**src/rtl/arith_operand_feeder.sv**
```systemverilog
// Operand feeder around an 8-bit combinational arithmetic unit: loads A then B,
// holds them for SETTLE_CYCLES, captures the unit's results into one output record.
module arith_operand_feeder #(
  parameter int SETTLE_CYCLES = 1,
  parameter int CNT_W         = 16
) (
  input  logic             clk,
  input  logic             rst_n,
  input  logic [7:0]       in_data,
  input  logic             in_valid,
  output logic             in_ready,
  output logic [7:0]       ina,
  output logic [7:0]       inb,
  input  logic [8:0]       res_sumab,
  input  logic             res_sumflag,
  input  logic [7:0]       res_shift,
  input  logic             res_less,
  input  logic             res_equal,
  input  logic             res_xor,
  output logic [8:0]       out_sumab,
  output logic [7:0]       out_shift,
  output logic [3:0]       out_flags,
  output logic             out_valid,
  input  logic             out_ready,
  output logic [CNT_W-1:0] pair_cnt,
  output logic             busy
);

  typedef enum logic [1:0] {S_A, S_B, S_SETTLE, S_OUT} state_t;

  typedef struct packed {
    logic [8:0] sumab;
    logic [7:0] shift;
    logic [3:0] flags;
  } rec_t;

  state_t     state, state_nxt;
  logic [3:0] settle_cnt;
  rec_t       rec;
  logic       in_fire, out_fire, settle_done;

  assign in_ready    = (state == S_A) || (state == S_B);
  assign busy        = (state != S_A);
  assign in_fire     = in_valid && in_ready;
  assign out_fire    = out_valid && out_ready;
  assign settle_done = (settle_cnt == 4'(SETTLE_CYCLES - 1));

  assign out_sumab = rec.sumab;
  assign out_shift = rec.shift;
  assign out_flags = rec.flags;

  always_comb begin
    state_nxt = state;
    case (state)
      S_A:      if (in_fire)     state_nxt = S_B;
      S_B:      if (in_fire)     state_nxt = S_SETTLE;
      S_SETTLE: if (settle_done) state_nxt = S_OUT;
      S_OUT:    if (out_fire)    state_nxt = S_A;
      default:                   state_nxt = S_A;
    endcase
  end

  always_ff @(posedge clk or negedge rst_n) begin
    if (!rst_n) state <= S_A;
    else        state <= state_nxt;
  end

  // Operands only change while loading, so the unit sees stable inputs through settle/output.
  always_ff @(posedge clk or negedge rst_n) begin
    if (!rst_n) begin
      ina        <= '0;
      inb        <= '0;
      settle_cnt <= '0;
    end else begin
      if (state == S_A && in_fire) ina <= in_data;
      if (state == S_B && in_fire) begin
        inb        <= in_data;
        settle_cnt <= '0;
      end else if (state == S_SETTLE) begin
        settle_cnt <= settle_cnt + 4'd1;
      end
    end
  end

  always_ff @(posedge clk or negedge rst_n) begin
    if (!rst_n) begin
      rec       <= '0;
      out_valid <= 1'b0;
      pair_cnt  <= '0;
    end else begin
      if (state == S_SETTLE && settle_done) begin
        rec       <= '{sumab: res_sumab, shift: res_shift,
                       flags: {res_sumflag, res_less, res_equal, res_xor}};
        out_valid <= 1'b1;
      end else if (out_fire) begin
        out_valid <= 1'b0;
        pair_cnt  <= pair_cnt + 1'b1;
      end
    end
  end

endmodule

```
**config.mk**
```make
export PLATFORM = sky130hd
export DESIGN_NAME = arith_operand_feeder
export DESIGN_NICKNAME = d
export VERILOG_FILES = /design/src/rtl/arith_operand_feeder.sv
export SDC_FILE = /design/constraint.sdc
export NUM_CORES = 1
export LEC_CHECK = 0
export CORE_MARGIN = 2
export CORE_UTILIZATION = 45
export DETAILED_ROUTE_END_ITERATION = 8
export PLACE_DENSITY = 0.91
export SLEW_MARGIN = 20
export SYNTH_ARGS = -nofsm -noshare
export SYNTH_HDL_FRONTEND = slang
export SYNTH_SLANG_ARGS = --single-unit
export TNS_END_PERCENT = 5
```
**constraint.sdc**
```tcl
create_clock -name clk -period 1.9 [get_ports clk]
set_clock_uncertainty 0.05 [all_clocks]
set_input_delay 0.38 -clock clk [delete_from_list [all_inputs] [get_ports clk]]
set_output_delay 0.38 -clock clk [all_outputs]
set_load 0.03 [all_outputs]
```
# Word-level counts from Yosys, hierarchy flattened
# Cells that the tools add are included.
dict set report totals {
  ram_bits 0
  input_bits 33
  elab_cells 41
  rom_bits 0
  latchBits 0
  mem_count 0
  reg_bits 60
}
dict set report classes {
  eq_ne 7
  n_addsub 2
  n_div 0
  n_mux 9
  reduce_logical 13
  shift 0
  order_cmp 0
  bitwise 1
  mul 0
}
# operator n
set ops {}
lappend ops {{$add A16 B1 Y16 const B} 1}
lappend ops {{$mux W2} 4}
lappend ops {{$mux W4} 2}
lappend ops {{$ne A2 B2 Y1 const B} 4}
lappend ops {{$pmux W2 S4} 1}
lappend ops {{$reduce_bool A2 Y1} 3}
lappend ops {{$logic_and A1 B1 Y1} 5}
lappend ops {{$add A4 B1 Y4 const B} 1}
lappend ops {{$eq A2 B2 Y1 const B} 2}
lappend ops {{$logic_not A4 Y1} 1}
lappend ops {{$reduce_and A4 Y1} 1}
lappend ops {{$eq A2 B1 Y1 const B} 1}
lappend ops {{$logic_not A2 Y1} 1}
lappend ops {{$mux W1} 2}
lappend ops {{$reduce_and A2 Y1} 1}
lappend ops {{$logic_or A1 B1 Y1} 1}
lappend ops {{$not A1 Y1} 1}

# Longest topological paths before layout
dict set report depth {
  word_depth 5
  depth_mapped 8
  mapped_depth_nobuf 6
}

# Worst setup path before layout
# Ideal clock, no wire load.
dict set report synth_path {
  kind {reg-to-reg}
  startpoint {register state[1]}
  endpoint {register state[0]}
  n_path_buf 0
  arrival_time_ns 1.681
  period_less_slack_ns 1.814
  required_time_ns 1.767
  slack_ns 0.086
  stages_incl_launch_ff 7
  cell_sequence {dfrtp_1 > inv_1 > ha_1 > or2_1 > a222oi_1 > o21ai_0 > o21ai_0}
}
dict set report synth_via {
  elab_chain_cells 5
}
# element line_no
set synth_rtl {}
lappend synth_rtl {{start: declaration} 37} ;# state_t state, state_nxt;
lappend synth_rtl {{start signal: assignment} 65} ;# else state <= state_nxt;
lappend synth_rtl {{$eq A2 B1 Y1 / $logic_not A2 Y1 (equally long branches)} 42} ;# assign in_ready = (state == S_A) || (state == S_B);
lappend synth_rtl {{$logic_or A1 B1 Y1 (*)} 42}
lappend synth_rtl {{via in_ready} 11} ;# output logic in_ready,
lappend synth_rtl {{$logic_and A1 B1 Y1 (*)} 44} ;# assign in_fire = in_valid && in_ready;
lappend synth_rtl {{$ne A2 B2 Y1 (no line)} --}
lappend synth_rtl {{$reduce_and A4 Y1 (no line) (*)} --}
# The timed path passes the listed nets; every way through them passes the cells marked *.
# A chain may end at the register's enable or synchronous reset.

# Worst setup path in the final report
dict set report layout_path {
  startpoint {register pair_cnt[14]}
  endpoint {output pair_cnt[14]}
}
# element line_no
set layout_lines {}
lappend layout_lines {{start: declaration} 25} ;# output logic [CNT_W-1:0] pair_cnt,
lappend layout_lines {{start signal: assignment} 97} ;# pair_cnt <= pair_cnt + 1'b1;
# No word-level cell between the ends.

==> metrics <==
CP delay by family, top buffers and inverters; clock share of power 0.187; first-pass GRT wire length 8.71 mm; vias after detailed routing 1,776; CTS tree done; layout cell share with drive strength beyond 1 0.250; Max Cap Viol 0; Worst setup EP type output port; Hold Path Class flop to flop; initial antenna violation count 0; WP data required 1.47 ns; Achievable Freq 540 MHz; initial DRC count 77; syn nets 220; Layout Area Growth over Synthesis 50.0%; die height 78.8 microns; nets@finish 323; max-slew violations 0; CTS HTree Levels 3; Finished Cell Area 0.00378 sq mm; Yosys warning total 0; Die ar. 0.00621 sq mm; placed inst area 0.00353 sq mm; Int Pwr 0.00408 W; worst path buffer plus inverter count 1; diode count 0; Simple-Gate Fraction of Synth Area 0.0845; drt pass-1 iters 4; Setup-failing EPs final 0; status finished clean; number of global-route vias before repair 1,897; RSZ-0062 raised after global routing yes; deepest clock path buffer count 2; Worst-Skew Late Latency 0.33 ns; CP startpoint kind flop; Switch Pwr 0.00250 W; CORE AREA 0.00544 sq mm; hpwl dp 3.82 mm; CP max-delay cell clkdlybuf4s50_1; row count 27; drc violations 0; # IOs 89; # clock sinks 60; compound-cell area share of the yosys netlist 0.0209; post-route clock period utilization 0.975; largest net degree at the start of global routing 61; combinational power share 0.493; Max transition margin 0.766; CTS clock-pin slew for the worst setup and hold paths 0.06 ns; IO Port Bufs 88; CP Class flop to output port; Detailed Route WL between 5 and 6 mm; slowest stage delay, CP 0.70 ns; cell area after synthesis 0.00252 sq mm; crit path DAT around 1.4 ns; Final ANT Viol Nets 0; vias per inst a little under 5; root buf cell clkbuf_8; DIE WIDTH 78.8 microns; Synth cell types 27; Worst-Margin Slew 0.350 ns; Pwr Density 1740 mW/mm^2; Wirelength per Cell 14.7 microns; Leakage Power ~1.7 nW; GP Congestion around 0.8; Seq/Total Area, Yosys 0.596; Yosys reg bits 60; fillers 423; syn avg cell area 14.0 sq um; Final Util 0.694; Cells after Synth 180; CP cell instances clkdlybuf4s50_1; CP max FO 3; Adder-Cell Fraction of Synth Area 0.0348; starting density of the core 0.463; Fin Setup TNS 0 ns; Fin. Hold Viols 0; Flop pwr share 0.320; minimum clock period roughly 1.9 ns; worst vdd ir 0.00114 V; mux contribution to synthesized area 0.174; xor/xnor cell area share of the yosys netlist 0.0626; sw frac 0.380; global route overflow 0; main combinational cell family by area after synthesis multiplexers; Tot GR Track Use 0.186; CTS Buf Count 9
## cell type report
cell class / count / area, sq um / share of cell area
clock buffers: 13 / 179 / 0.0474
clock inverters: 3 / 42.5 / 0.0113
well taps: 72 / 90.1 / 0.0239
multi-input cells: 108 / 951 / 0.252
flip-flops and latches: 60 / 1500 / 0.398
inverters: 7 / 26.3 / 0.00696
repair buffers: 97 / 986 / 0.261
## cells in the final DEF (no fill, tap or decap), types with 2 or more instances in the layout
master and count:
a21oi_1 4, buf_12 3, buf_4 6, clkbuf_8 13, clkdlybuf4s50_1 73, dfrtp_1 60
dlygate4sd2_1 7, dlymetal6s2s_1 5, ha_1 6, inv_1 5, inv_2 2, mux2_2 38
nand2_1 9, nand3_1 6, nand4_1 8, nor2_1 2, nor2_2 2, o21ai_0 3
xnor2_1 12, xor2_1 6
## layer usage
layer | global-route usage | up-vias | share of wire
met4 | 0.0719 | 0 | 0.015
li1 | - | 828 | -
met2 | 0.300 | 74 | 0.49
met3 | 0.106 | 7 | 0.099
met1 | 0.204 | 867 | 0.39
met5 | 0 | - | 0
## Yosys cell counts, drive strengths merged
cell type / n / area share
a222oi: 1 / 0.0040
nand3: 6 / 0.012
or2: 1 / 0.0025
clkbuf: 1 / 0.0015
nor3: 2 / 0.0060
xor2: 6 / 0.021
nand2: 9 / 0.013
and4bb: 1 / 0.0050
a21oi: 4 / 0.0080
inv: 7 / 0.010
ha: 7 / 0.035
nand4: 8 / 0.020
nor4b: 1 / 0.0094
mux2i: 1 / 0.0040
nor4: 1 / 0.0025
buf: 4 / 0.015
mux2: 38 / 0.17
a21o: 1 / 0.0030
xnor2: 12 / 0.042
dfrtp: 60 / 0.60
or3b: 1 / 0.0035
o21ai: 3 / 0.0060
and3: 1 / 0.0025
nor2: 4 / 0.0080
## power groups by stage
stage                     Clock, W  Combinational [W]  Sequential (W)
after floorplan                  0            0.00104         0.00300
after global placement           0            0.00318         0.00210
after detailed placement         0            0.00324         0.00213
after CTS                  0.00126            0.00326         0.00211
after global routing       0.00132            0.00347         0.00218
final                      0.00123            0.00325         0.00211
## flip-flops by register name, indices dropped and copies added, names as in the netlist
signal / count
out_shift: 8
pair_cnt: 16
out_flags: 4
state: 2
inb: 8
out_sumab: 9
settle_cnt: 4
ina: 8
out_valid: 1
## through the flow
stage                     setup WS, ns  std cells  hold slack (ns)  power (W)
after floorplan                 0.0864        180           0.0344    0.00404
after global placement         -0.0102        342            0.358    0.00528
after detailed placement       -0.0861        342            0.360    0.00538
after CTS                       0.0189        359            0.445    0.00663
after global routing           -0.0271        360            0.466    0.00697
final                           0.0468        360            0.441    0.00658
## cells by family after synthesis
group | count (synthesis)
buffers and inverters | 12
adder cells (fa/ha/maj) | 7
XOR/XNOR | 18
AO/OA/AOI/OAI | 9
flip-flops | 60
multiplexers | 39
AND/OR/NAND/NOR | 35
## path summary, 6_finish.rpt
| check | start | endpoint | slack, ns | cells past startpoint |
|---|---|---|---|---|
| max | pair_cnt[14] | pair_cnt[14] | 0.05 | 1 |
| min | pair_cnt[15] | pair_cnt[15] | 0.44 | 1 |
| max reg2reg | settle_cnt[0] | pair_cnt[11] | 0.11 | 7 |
| min reg2reg | pair_cnt[15] | pair_cnt[15] | 0.44 | 1 |
| max in group asynchronous | rst_n | out_flags[0] | 1.00 | 3 |
| min in group asynchronous | rst_n | inb[0] | 0.52 | 3 |
## what timing repair did
action                                 in CTS  in global routing
gates resized for setup                    11                  7
setup buffers                               0                  1
hold buffers                                1                  0
cloned                                      0                  0
pin swaps                                   0                  2
setup endpoints to repair                   9                 11
endpoints found under the hold margin       4                  0
No activity file was read; power rests on OpenSTA's default activity.
